[src/rtl/mux4_rr_arbiter.sv]
// mux4_rr_arbiter: round-robin arbiter that shares one MUX4 4:1 datapath
// among four requesters. It drives the mux select and a one-hot grant, and it
// limits each tenure to HOLD_MAX cycles while another requester is waiting.
// All outputs are registered, so there is no combinational path from req.
//
// Optional build macro: MUX4_ARB_LOCK_EN
//   When it is defined, the block gains a 'lock' input. While the block is
//   busy and lock is high, forced rotation is suppressed. A drop of the
//   owner's request still releases the grant.
//   When it is undefined, the block has no lock port and rotation is
//   governed by HOLD_MAX alone.
//
// The companion module mux4_rr_arbiter_chk holds the output invariants as
// concurrent assertions. It is meant to be instantiated next to the arbiter.

module mux4_rr_arbiter #(
    parameter int HOLD_MAX = 4
) (
    input  logic       clk,
    input  logic       reset,
`ifdef MUX4_ARB_LOCK_EN
    input  logic       lock,
`endif
    input  logic [3:0] req,
    output logic [3:0] grant,
    output logic [1:0] sel,
    output logic       busy,
    output logic       switch
);

    // Reject a tenure limit that the 4-bit hold counter cannot represent.
    if ((HOLD_MAX < 1) || (HOLD_MAX > 15)) begin : g_bad_hold_max
        $error("mux4_rr_arbiter: HOLD_MAX must be in 1..15");
    end

    localparam logic [3:0] HOLD_MAX_C = 4'(HOLD_MAX);

    typedef enum logic [0:0] {
        ST_IDLE = 1'b0,
        ST_BUSY = 1'b1
    } state_t;

    // Map a requester index to its one-hot grant pattern.
    function automatic logic [3:0] onehot4(input logic [1:0] idx);
        logic [3:0] res;
        case (idx)
            2'd0:    res = 4'b0001;
            2'd1:    res = 4'b0010;
            2'd2:    res = 4'b0100;
            2'd3:    res = 4'b1000;
            default: res = 4'b0000;
        endcase
        return res;
    endfunction

    // Find the first set bit of 'mask'. The search visits base+1, base+2,
    // and so on, and it wraps 3->0. Because 'base' itself is visited last,
    // the previous owner has the lowest priority. The caller guarantees that
    // mask is non-zero.
    function automatic logic [1:0] rr_pick(input logic [3:0] mask,
                                           input logic [1:0] base);
        logic [1:0] res;
        logic [1:0] idx;
        logic       found;
        res   = base;
        found = 1'b0;
        for (int k = 1; k <= 4; k++) begin
            idx = base + 2'(k);
            if (!found && mask[idx]) begin
                res   = idx;
                found = 1'b1;
            end else begin
                found = found;
            end
        end
        return res;
    endfunction

    // Registered state and outputs.
    state_t     r_state;
    logic [3:0] r_hold_cnt;
    logic [1:0] r_last;
    logic [3:0] r_grant;
    logic [1:0] r_sel;
    logic       r_busy;
    logic       r_switch;

    // Next-state values.
    state_t     w_state_nxt;
    logic [3:0] w_hold_nxt;
    logic [1:0] w_last_nxt;
    logic [3:0] w_grant_nxt;
    logic [1:0] w_sel_nxt;
    logic       w_busy_nxt;
    logic       w_switch_nxt;

    // Arbitration helpers.
    logic [3:0] w_others;     // pending requests from anyone but the owner
    logic       w_take;       // a new owner takes the grant next cycle
    logic [1:0] w_pick;       // index of that new owner
    logic       w_lock;       // suppresses forced rotation while high
    logic       w_hold_full;  // tenure has reached HOLD_MAX

`ifdef MUX4_ARB_LOCK_EN
    assign w_lock = lock;
`else
    assign w_lock = 1'b0;
`endif

    assign w_others    = req & ~onehot4(r_sel);
    assign w_hold_full = (r_hold_cnt == HOLD_MAX_C);

    // Next-state and next-output decision: pick the owner, rotate, or release.
    always_comb begin
        w_state_nxt  = r_state;
        w_hold_nxt   = r_hold_cnt;
        w_last_nxt   = r_last;
        w_grant_nxt  = r_grant;
        w_sel_nxt    = r_sel;
        w_busy_nxt   = r_busy;
        w_switch_nxt = 1'b0;
        w_take       = 1'b0;
        w_pick       = 2'b00;

        case (r_state)
            ST_IDLE: begin
                // Search from the last owner + 1. Reset sets last to 3, so
                // requester 0 has first priority.
                if (req != 4'b0000) begin
                    w_take = 1'b1;
                    w_pick = rr_pick(req, r_last);
                end else begin
                    w_grant_nxt = 4'b0000;
                    w_busy_nxt  = 1'b0;
                end
            end

            ST_BUSY: begin
                if (!req[r_sel]) begin
                    if (w_others != 4'b0000) begin
                        // The owner let go and someone else is waiting.
                        w_take = 1'b1;
                        w_pick = rr_pick(w_others, r_sel);
                    end else begin
                        // Nobody left. Go idle; sel keeps the last owner.
                        w_state_nxt = ST_IDLE;
                        w_grant_nxt = 4'b0000;
                        w_busy_nxt  = 1'b0;
                        w_hold_nxt  = 4'b0000;
                    end
                end else if (w_hold_full && (w_others != 4'b0000) && !w_lock) begin
                    // Tenure is used up and others wait: force a rotation.
                    w_take = 1'b1;
                    w_pick = rr_pick(w_others, r_sel);
                end else begin
                    // Keep the grant. The counter saturates, so a lone
                    // requester can hold the grant indefinitely.
                    if (r_hold_cnt < HOLD_MAX_C) begin
                        w_hold_nxt = r_hold_cnt + 4'd1;
                    end else begin
                        w_hold_nxt = HOLD_MAX_C;
                    end
                end
            end

            default: begin
                // Recover from an unreachable encoding by dropping to idle.
                w_state_nxt = ST_IDLE;
                w_grant_nxt = 4'b0000;
                w_busy_nxt  = 1'b0;
                w_hold_nxt  = 4'b0000;
            end
        endcase

        // Common hand-over: the grant moves to w_pick on the next cycle.
        if (w_take) begin
            w_state_nxt  = ST_BUSY;
            w_grant_nxt  = onehot4(w_pick);
            w_sel_nxt    = w_pick;
            w_busy_nxt   = 1'b1;
            w_switch_nxt = 1'b1;
            w_hold_nxt   = 4'd1;
            w_last_nxt   = w_pick;
        end else begin
            w_last_nxt   = w_last_nxt;
        end
    end

    // State and output registers. Synchronous reset takes precedence.
    always_ff @(posedge clk) begin
        if (reset) begin
            r_state    <= ST_IDLE;
            r_hold_cnt <= 4'd0;
            r_last     <= 2'd3;
            r_grant    <= 4'b0000;
            r_sel      <= 2'b00;
            r_busy     <= 1'b0;
            r_switch   <= 1'b0;
        end else begin
            r_state    <= w_state_nxt;
            r_hold_cnt <= w_hold_nxt;
            r_last     <= w_last_nxt;
            r_grant    <= w_grant_nxt;
            r_sel      <= w_sel_nxt;
            r_busy     <= w_busy_nxt;
            r_switch   <= w_switch_nxt;
        end
    end

    assign grant  = r_grant;
    assign sel    = r_sel;
    assign busy   = r_busy;
    assign switch = r_switch;

endmodule

[config.mk]
export PLATFORM = sky130hd
export DESIGN_NAME = mux4_rr_arbiter
export DESIGN_NICKNAME = d
export VERILOG_FILES = /design/src/rtl/mux4_rr_arbiter.sv
export SDC_FILE = /design/constraint.sdc
export NUM_CORES = 1
export LEC_CHECK = 0
export CORE_UTILIZATION = 56
export DETAILED_ROUTE_END_ITERATION = 16
export GPL_ROUTABILITY_DRIVEN = 0
export HOLD_SLACK_MARGIN = 0.02
export PLACE_DENSITY = 0.87
export SLEW_MARGIN = 20
export SYNTH_ARGS = -nofsm -noshare
export SYNTH_HDL_FRONTEND = slang
export SYNTH_SLANG_ARGS = --single-unit
export TNS_END_PERCENT = 30
[constraint.sdc]
create_clock -name clk -period 3.65 [get_ports clk]
set_clock_uncertainty 0.15 [all_clocks]
set_input_delay 0.73 -clock clk [delete_from_list [all_inputs] [get_ports clk]]
set_output_delay 0.73 -clock clk [all_outputs]
set_load 0.005 [all_outputs]
# Word level (Yosys, flattened, before mapping)
# Index checks and enable logic that the tools add are counted.
# totals
out_inout_bits	8
register_bits	15
in_bits	6
word_cells	161
# op_classes
eq_ne	14
reduce_logical	28
bitwise	3
n_mux	92
addsub	7
n_lt_le_gt_ge	9
# ops
op	n
$mux 1	55
$pmux 4 s4	2
$mux 2	15
$mux 4	7
$lt 2x3->1 const B	8
$bmux 1 s2	9
$ne 3x3->1 const B	5
$logic_and 1x1->1	10
$logic_not 1->1	9
$reduce_and 3->1	3
$add 2x2->2 const B	4
$eq 2x2->1 const B	4
$pmux 4 s2	1
$reduce_bool 4->1	2
$add 2x1->2 const B	2
$add 4x1->4 const B	1
$and 4x4->4	1
$eq 2x1->1 const B	2
$eq 4x3->1 const B	1
$logic_not 2->1	2
$lt 4x3->1 const B	1
$ne 2x2->1 const B	2
$not 4->4	1
$pmux 1 s2	2
other kinds (4)	4

# Depth between registers and ports, before layout
# Gate-level depths: netlist of run 1.
# logic_depth
ltp_word	31
mapped_depth	9
mapped_depth_nobuf	8

# Least setup slack after synthesis of run 1
# No wires, ideal clock.
# synth_timing
path_type	register to register
from	reg r_sel[0], in the netlist sel[0]
to	reg r_grant[2], in the netlist grant[2]
arrival_ns	2.228
n_path_buf	1
synth_period_minus_slack_ns	2.496
slack_ns	1.154
stages_incl_launch_ff	10
required_ns	3.383
path_cell_list	dfxtp_1 -> buf_6 -> inv_2 -> ha_1 -> nand2b_1 -> mux4_2 -> o32ai_2 -> xnor2_1 -> a32oi_2 -> a32o_1
# synth_between
elab_chain_len	31
# synth_rtl
item	line_no	text
start: declaration	84	logic [1:0] r_sel;
start signal: assignment	204	r_sel <= w_sel_nxt;
$eq 2x2->1, or another cell as far along	46	case (idx)
$pmux 4 s4	46	
$not 4->4	110	assign w_others = req & ~onehot4(r_sel);
$and 4x4->4	110	
$bmux 1 s2	69	if (!found && mask[idx]) begin
$mux 1 (implied by the code)	69	
$mux 1	69	
$mux 1 (on tied branches)	140, 151	
[... 15 more ...]	n/a	
$logic_and 1x1->1	69	
$mux 2	69	
$mux 2 (on tied branches)	140, 151	
$mux 2	139	if (!req[r_sel]) begin
$pmux 2 s2	125	case (r_state)
$eq 2x2->1, or another cell as far along	46	
$pmux 4 s4	46	
$mux 4	176	if (w_take) begin
end signal: assignment	203	r_grant <= w_grant_nxt;
end: declaration	83	logic [3:0] r_grant;
# Parallel ways exist; a longest one is shown, timed or not. The select of a mux whose other input is x is not followed.
# A chain may end at the register's enable or synchronous reset.

# Final worst setup path of run 1
# layout_timing
from	in req[1]
to	reg r_grant[0], in the netlist grant[0]
# layout_between
elab_chain_len	28
# layout_rtl
item	line_no	text
start: declaration	24	input logic [3:0] req,
$and 4x4->4	110	
$bmux 1 s2	69	
$mux 1 (implied by the code)	69	
$mux 1	69	
$mux 1 (on tied branches)	140, 151	
$mux 1	139	
$mux 1	125	
$logic_not 1->1	69	
[... 12 more ...]	n/a	
$logic_and 1x1->1	69	
$mux 2	69	
$mux 2 (on tied branches)	140, 151	
$mux 2	139	
$pmux 2 s2	125	
$eq 2x2->1, or another cell as far along	46	
$pmux 4 s4	46	
$mux 4	176	
# Parallel ways exist; a longest one is shown, timed or not. The select of a mux whose other input is x is not followed.

==> metrics, run 1 <==
status finished, final reports clean; DRT antenna net count 0; final setup fails 0; CTS sink cnt 15; H-tree levels 1; io pins 14; total gr overflow 0; FMAX 0.3220 GHz; hold slack final 0.3253 ns; period utilization 0.8508; final instance area 0.001096 sq mm; ys flop type dfxtp_1; clk slew on worst S/H paths 0.09 ns; Final Net Count 134; Static Leak 0.0004294 uW; Port Buf Inserts 13; first-pass GRT wire length 3415 microns; cell row count 14; first drt pass iteration count 4; WS Path Type in -> reg; Die ar. 0.001850 sq mm; Storage cell area 300.3 sq um; GR met1 Demand/Resource 0.3156; area of the multi-input gates 595.6 sq um; Synth top cells by count dfxtp_1 (15), a21oi_1 (9), nand2_1 (9); CP Launch Type input pin; vias in the first global route 765; FFs w/ async S/R, synth 0; clk root buf clkbuf_4; post-cts resize count 0; WP data arrival 3.14 ns; share of cells above drive strength 1 0.1074; DIE HEIGHT 43.02 microns; DR iter-0 viols 34; Mean Syn Cell Area 8.805 sq um; CP endpoint kind flop; Post-Route WL 2167 microns; DP HPWL 1657 microns; initial antenna violation count 0; worst-path maximum fanout 8; yosys warns 0; Synth cell types 36; Power Density 446.9 mW/mm^2; post-synthesis sequential area ratio 0.3187; CP max stage delay 0.54 ns; RSZ-0062 raised after global routing false; DRC 0; Post-DP Area 0.001069 sq mm; wire per inst 15.82 microns; Fin. Hold Viols 0; transition time of the tightest slew-check pin 0.5466 ns; routed vias 851; share of Yosys cell area claimed by the top area cell type 0.3187; most frequent CP cell a21oi_1; CP required 3.69 ns; worst-skew pair later-pin latency 0.29 ns; top post-synthesis cells by area dfxtp_1 (32%), ha_1 (8.0%), nor2b_1 (5.3%); CP cell instances clkdlybuf4s50_1 -> nor2b_1 -> nor4_1 -> a21oi_1 -> a21oi_1 -> nor2_1 -> a32o_2; met3 global-route usage 0.08511; mapped cell area 942.2 sq um; Die X 43.02 microns; via/cell ratio 6.212; largest net degree at the start of global routing 11; total of max-cap violations 0; area leader, netlist dfxtp_1; Mapped Nets 119; M2 GR Usage 0.4030; total CTS buffers 3; Slowest-stage cell, CP clkdlybuf4s50_1; peak-usage layer in the global routing report met2; GRT Resource Usage Total 0.2524; n_diodes 0; post-synthesis cell count 107; Initial Util 0.6112; most numerous cell in the Yosys netlist dfxtp_1; fin crit period 3.105 ns; Post-synth EDFFs 0; max_slew headroom 0.6323; # hold bufs at CTS 0; number of fill cells 123; setup_tns 0 ns; synthesized flop and latch total 15; Longest Clk Path Bufs 2; Slew Limit Fails 0; postcts setup bufs 0; Area Overhead vs Synth 16.33%; VDD IR max 0.4475 mV; Core Region 0.001541 sq mm; worst hold path type reg -> reg; CTS tree yes
[kinds of logic (layout without fill, tap and decap cells)]
kind of cell    after synthesis  after routing  share of synthesized area
flops                        15             15                     0.3187
buf+inv                       9             23                    0.04913
fa+ha+maj                     6              6                    0.07968
mux                           4              4                    0.07038
simple gates                 42             42                     0.2430
xor+xnor                      1              1                   0.009298
compound gates               30             30                     0.2298
[power by group]
part / switching (uW) / internal, uW / leakage, uW / total [uW]
sequential: 24.5 / 184 / 0.000124 / 209
combinational: 92.1 / 92.7 / 0.000288 / 185
clock: 55.4 / 40.8 / 0.0000177 / 96.1
total: 172 / 318 / 0.000429 / 490
[cell type report]
type | count | area share
inverter | 6 | 0.02055
sequential | 15 | 0.2740
clock buffer | 3 | 0.02055
multi-input combinational | 83 | 0.5434
clock inverter | 1 | 0.004566
timing repair buffer | 13 | 0.1187
tap | 16 | 0.01826
[stage by stage]
stage / cells / utilization / power, uW / setup slack (ns)
after global routing: 137 / 0.7110 / 517.2 / 0.4124
after global placement: 133 / 0.6932 / 384.1 / 0.3251
after floorplan: 107 / - / 333.3 / 1.154
after CTS: 137 / 0.7110 / 489.5 / 0.6130
final: 137 / 0.7110 / 489.8 / 0.5448
after detailed placement: 133 / 0.6932 / 392.8 / 0.2997
[cell usage in the layout, fill, tap and decap left out]
| cell type | count |
|---|---|
| o2111a_1 | 1 |
| inv_1 | 5 |
| o31ai_1 | 2 |
| mux2i_1 | 1 |
| clkdlybuf4s50_1 | 13 |
| nand3b_1 | 2 |
| nor3_1 | 1 |
| a211oi_1 | 1 |
| mux4_2 | 2 |
| nor4_1 | 2 |
| clkbuf_4 | 3 |
| or3b_2 | 1 |
| a21boi_0 | 1 |
| o211a_1 | 1 |
| xnor2_1 | 1 |
| nor2b_1 | 8 |
| a32oi_1 | 1 |
| inv_2 | 1 |
| a32o_2 | 1 |
| mux2_2 | 1 |
| nand2b_1 | 6 |
| a21o_1 | 1 |
| a32oi_2 | 1 |
| nor2_1 | 6 |
| dfxtp_1 | 15 |
| ha_1 | 6 |
| clkinv_2 | 1 |
| a21oi_1 | 9 |
| nand3_1 | 3 |
| o21ai_0 | 8 |
| nand2_1 | 9 |
| nand2b_2 | 1 |
| a32o_1 | 2 |
| o32ai_2 | 1 |
| and3_1 | 2 |
| nor3b_1 | 1 |
[path summary, 6_finish.rpt]
check / start / endpoint / slack (ns) / cells past startpoint
hold reg to reg: busy$_SDFFE_PP0P_ / busy$_SDFFE_PP0P_ / 0.33 / 1
setup / recovery: req[1] / grant[0]$_SDFFE_PP0P_ / 0.54 / 7
hold / removal: busy$_SDFFE_PP0P_ / busy$_SDFFE_PP0P_ / 0.33 / 1
setup reg to reg: sel[0]$_SDFFE_PP0P_ / grant[0]$_SDFFE_PP0P_ / 0.84 / 7
[registers in the layout, indices dropped and copies added, names as in the netlist]
signal	cells
busy	1
grant	4
r_hold_cnt	4
r_last	2
r_state	1
sel	2
switch	1
[critical path, delay by kind of cell]
family	cells	cell delay, ns
buffers and inverters	1	0.54
AOI/OAI and AO/OA	3	1.00
and+or+nand+nor	3	0.88
[per-layer routing]
metal	up-vias	part of all wire
met5	-	0
met4	0	0.020
met3	6	0.048
met2	26	0.49
met1	395	0.44
li1	424	-
No activity file was read; power rests on OpenSTA's default activity.
==> run 2, diff against run 1 <==
--- a/config.mk
+++ b/config.mk
@@ -11,4 +11,5 @@
 export HOLD_SLACK_MARGIN = 0.02
 export PLACE_DENSITY = 0.87
+export RECOVER_POWER = 25
 export SLEW_MARGIN = 20
 export SYNTH_ARGS = -nofsm -noshare
==> constraint.sdc (replaced) <==
create_clock -name clk -period 3.7 [get_ports clk]
set_clock_uncertainty 0.15 [all_clocks]
set_input_delay 0.74 -clock clk [delete_from_list [all_inputs] [get_ports clk]]
set_output_delay 0.74 -clock clk [all_outputs]
set_load 0.1 [all_outputs]
==> run 2 against run 1 <==
Compared with the run above:
- sequential power decreased by 2%
- highest routed layer unchanged
- first-iteration DRC count shrank 18%
- power grew 15%
- routed wire length fell by 11%
- largest cell class unchanged
- sequential cell count unchanged
- critical path depth unchanged
- clock-buffer cell count stayed put
==> metrics, run 2 (synthesis gave the netlist of run 1 again) <==
Post-DP Area 0.001064 sq mm (-0.47%); CTS sink cnt 15 (unchanged); first drt pass iteration count 4 (unchanged); worst-path maximum fanout 8 (unchanged); CP required 3.73 ns (+0.04 ns); # hold bufs at CTS 0 (unchanged); max_slew headroom 0.2326 (-0.3997); postcts setup bufs 0 (unchanged); peak-usage layer in the global routing report met2; reg-to-reg endpoint grant[0]$_SDFFE_PP0P_; Slew Limit Fails 0 (unchanged); worst hold start busy$_SDFFE_PP0P_; FMAX 0.3148 GHz; Static Leak 0.0004265 uW (-0.68%); DRT antenna net count 0 (unchanged); total of max-cap violations 0 (unchanged); status finished, final reports clean; io pins 14 (unchanged); Post-Route WL 1933 microns (-11%); Inst Count DP 133 (unchanged); Area Overhead vs Synth 15.01%; H-tree levels 1 (unchanged); DIE HEIGHT 43.02 microns (unchanged); Final Net Count 134 (unchanged); WS Path Type in -> reg; setup_tns 0 ns (unchanged); worst hold path type reg -> reg; largest net degree at the start of global routing 11 (unchanged); clk slew on worst S/H paths 0.08 ns (about the same); WP data arrival 3.21 ns (+0.07 ns); DRC 0 (unchanged); transition time of the tightest slew-check pin 1.156 ns (+0.6095 ns); Fin. Hold Viols 0 (unchanged); CTS tree yes; period utilization 0.8586; commonest non-fill, non-tap cell in the layout dfxtp_1; cell row count 14 (unchanged); Worst Hold Path EP busy$_SDFFE_PP0P_; Power Density 520.4 mW/mm^2 (+16%); Port Buf Inserts 13 (unchanged); worst-skew pair later-pin latency 0.28 ns (about the same); Place WS 0.2610 ns (-0.03873 ns); M2 GR Usage 0.3848 (-0.01818); Worst setup startpoint req[3]; fin crit period 3.177 ns; CP endpoint kind flop; final instance area 0.001084 sq mm (-1.1%); DP HPWL 1515 microns (-8.6%); post-cts resize count 0 (unchanged); vias in the first global route 752 (-1.7%); Setup WS post-layout 0.5233 ns (-0.02144 ns); total gr overflow 0 (unchanged); CP Launch Type input pin; wire per inst 14.11 microns (-11%); via/cell ratio 6.051 (-2.6%); r2r setup slk 0.87 ns (+0.03 ns); Core Region 0.001541 sq mm (unchanged); GRT Resource Usage Total 0.2373 (-0.01516); routed vias 829 (-2.6%); Initial Util 0.6112 (unchanged); Hold Path Stages 1 (unchanged); post-route insts no fill 137 (unchanged); worst r2r src sel[0]$_SDFFE_PP0P_; Die X 43.02 microns (unchanged); initial antenna violation count 0 (unchanged); GR met1 Demand/Resource 0.3228 (+0.007101); VDD IR max 0.4374 mV (-2.3%); Die ar. 0.001850 sq mm (unchanged); share of cells above drive strength 1 0.1074 (unchanged); met3 global-route usage 0.05106 (-0.03404); DR iter-0 viols 28 (-18%); Overall Power 563.9 uW (+15%); RSZ-0062 raised after global routing false; clk root buf clkbuf_4; n_diodes 0 (unchanged); first-pass GRT wire length 3332 microns (-2.4%); final setup fails 0 (unchanged); total CTS buffers 3 (unchanged); commonest non-fill, non-tap cells in the layout dfxtp_1 (15), a21oi_1 (9), nand2_1 (9), clkdlybuf4s50_1 (9); R2R cell count 7 (unchanged); Longest Clk Path Bufs 2 (unchanged)
==> run 2: cell type report <==
type	instances	area, sq um
inverter	6	22.52
tap	16	20.02
clock buffer	3	22.52
multi-input combinational	83	595.6
timing repair buffer	13	117.6
sequential	15	300.3
clock inverter	1	5.005
fill	126	457.9
==> run 2: per-stage QoR <==
step	util	hold slack, ns
after floorplan	-	0.3248
after global placement	0.6899	0.2877
after detailed placement	0.6899	0.2960
after CTS	0.7078	0.3188
after global routing	0.7029	0.3373
final	0.7029	0.3120
==> run 2: where the power goes <==
part / switching (uW) / total [uW] / internal [uW] / leakage, uW
sequential: 22.6 / 204 / 182 / 0.000124
combinational: 183 / 269 / 86.1 / 0.000285
clock: 50.7 / 90.8 / 40.2 / 0.0000177
total: 256 / 564 / 308 / 0.000426
==> run 2: critical path, cell delays in order <==
cell and delay (ns):
dlygate4sd3_1 0.62, nor2b_1 0.18, nor4_1 0.49, a21oi_1 0.21
a21oi_1 0.52, nor2_1 0.15, a32o_2 0.29
==> run 2: metal layers <==
metal / share of wire / vias to the layer above
met2: 0.48 / 12
met1: 0.47 / 395
met5: 0 / -
li1: - / 420
met3: 0.038 / 2
met4: 0.0072 / 0
==> run 2: how the worst max path moves through the flow <==
stage	slack (ns)	to
after floorplan	0.47	grant[2]$_SDFFE_PP0P_
after global placement	0.30	grant[0]$_SDFFE_PP0P_
after detailed placement	0.26	grant[0]$_SDFFE_PP0P_
after CTS	0.57	grant[0]$_SDFFE_PP0P_
after global routing	0.35	grant[0]$_SDFFE_PP0P_
final	0.52	grant[0]$_SDFFE_PP0P_
==> run 3, diff against run 2 <==
Settings changed: CAP_MARGIN from default to 10.
Clock period 3.7 ns to 3.97 ns, I/O delays scaled along.
==> run 3 against run 2 <==
Compared with the run above:
- setup slack improved by 0.22 ns
- design area increased by 1.2%
- sequential power fell by 6%
- largest power group unchanged
- highest routed layer unchanged
==> metrics, run 3 (synthesis gave the netlist of run 1 again) <==
status finished, final reports clean; commonest non-fill, non-tap cells in the layout dfxtp_1 (15), a21oi_1 (9), nand2_1 (9), clkdlybuf4s50_1 (9); Inst Count DP 133 (unchanged); share of cells above drive strength 1 0.1074 (unchanged); period utilization 0.8123; postcts setup bufs 0 (unchanged); VDD IR max 0.3937 mV (-10%); routed vias 843 (+1.7%); fin crit period 3.225 ns; DIE HEIGHT 43.02 microns (unchanged); DP HPWL 1649 microns (+8.9%); CTS tree yes; DRT antenna net count 0 (unchanged); FMAX 0.3101 GHz; DRC 0 (unchanged); Area Overhead vs Synth 16.33%; largest net degree at the start of global routing 11 (unchanged); commonest non-fill, non-tap cell in the layout dfxtp_1; Overall Power 537.7 uW (-4.6%); cell row count 14 (unchanged); Fin. Hold Viols 0 (unchanged); vias in the first global route 785 (+4.4%); Slew Limit Fails 0 (unchanged); Die ar. 0.001850 sq mm (unchanged); clk root buf clkbuf_4; r2r setup slk 1.13 ns (+0.26 ns); WP data arrival 3.26 ns (+0.05 ns); Final Net Count 134 (unchanged); CP endpoint kind flop; hold slack final 0.3242 ns (+0.01220 ns); Core Region 0.001541 sq mm (unchanged); Longest Clk Path Bufs 2 (unchanged); GRT Resource Usage Total 0.2480 (+0.01076); total CTS buffers 3 (unchanged); io pins 14 (unchanged); Static Leak 0.0004329 uW (+1.5%); post-layout util 0.7110 (+0.008117); transition time of the tightest slew-check pin 0.9742 ns (-0.1818 ns); via/cell ratio 6.153 (+1.7%); max_slew headroom 0.3484 (+0.1158); Power Density 490.6 mW/mm^2 (-5.7%); worst hold path type reg -> reg; DR iter-0 viols 38 (+36%); # hold bufs at CTS 0 (unchanged); clk slew on worst S/H paths 0.09 ns (about the same); n_diodes 0 (unchanged); final setup fails 0 (unchanged); Port Buf Inserts 13 (unchanged); H-tree levels 1 (unchanged); CP required 4.01 ns (+0.28 ns); first-pass GRT wire length 3470 microns (+4.1%); worst-skew pair later-pin latency 0.28 ns (about the same); CP Launch Type input pin; WS Path Type in -> reg; Die X 43.02 microns (unchanged); RSZ-0062 raised after global routing false; wire per inst 15.47 microns (+9.7%); Post-Route WL 2120 microns (+9.7%); worst-path maximum fanout 8 (unchanged); initial antenna violation count 0 (unchanged); setup_tns 0 ns (unchanged); CTS sink cnt 15 (unchanged); Initial Util 0.6112 (unchanged); total of max-cap violations 0 (unchanged); post-route insts no fill 137 (unchanged); post-cts resize count 0 (unchanged); total gr overflow 0 (unchanged); first drt pass iteration count 4 (unchanged)
==> run 3: power by group <==
part	switching (uW)	internal [uW]
clock network	50.4	37.4
logic	174	84.5
registers	21.7	169
==> run 3: routing by layer <==
layer | global-route usage | up-vias | part of all wire
met3 | 0.07660 | 6 | 0.061
li1 | - | 415 | -
met4 | 0.06061 | 0 | 0.017
met2 | 0.4242 | 30 | 0.50
met5 | 0 | - | 0
met1 | 0.3024 | 392 | 0.42
==> run 3: critical path, stage by stage <==
cell	delay (ns)
dlygate4sd3_1	0.65
nor2b_1	0.19
nor4_1	0.51
a21oi_1	0.22
a21oi_1	0.49
nor2_1	0.14
a32o_2	0.28
==> run 3: path summary, 6_finish.rpt <==
| kind | start | end | depth (start not counted) |
|---|---|---|---|
| setup reg to reg | sel[0]$_SDFFE_PP0P_ | grant[3]$_SDFFE_PP0P_ | 8 |
| setup / recovery | req[0] | grant[0]$_SDFFE_PP0P_ | 7 |
| hold reg to reg | busy$_SDFFE_PP0P_ | busy$_SDFFE_PP0P_ | 1 |
| hold / removal | busy$_SDFFE_PP0P_ | busy$_SDFFE_PP0P_ | 1 |
==> run 3: per-stage QoR <==
step / setup slack [ns] / cell area, sq um
global route: 0.6055 / 1096
CTS: 0.8393 / 1096
floorplan: 0.7426 / 942.2
global placement: 0.5813 / 1069
finish: 0.7450 / 1096
detailed placement: 0.5338 / 1069
==> run 3: cell type report <==
type,count,area (sq um)
fillers,116,445.4
flip-flops and latches,15,300.3
inverters,6,22.52
clock buffers,3,22.52
clock inverters,1,5.005
well taps,16,20.02
repair buffers,13,130.1
multi-input cells,83,595.6
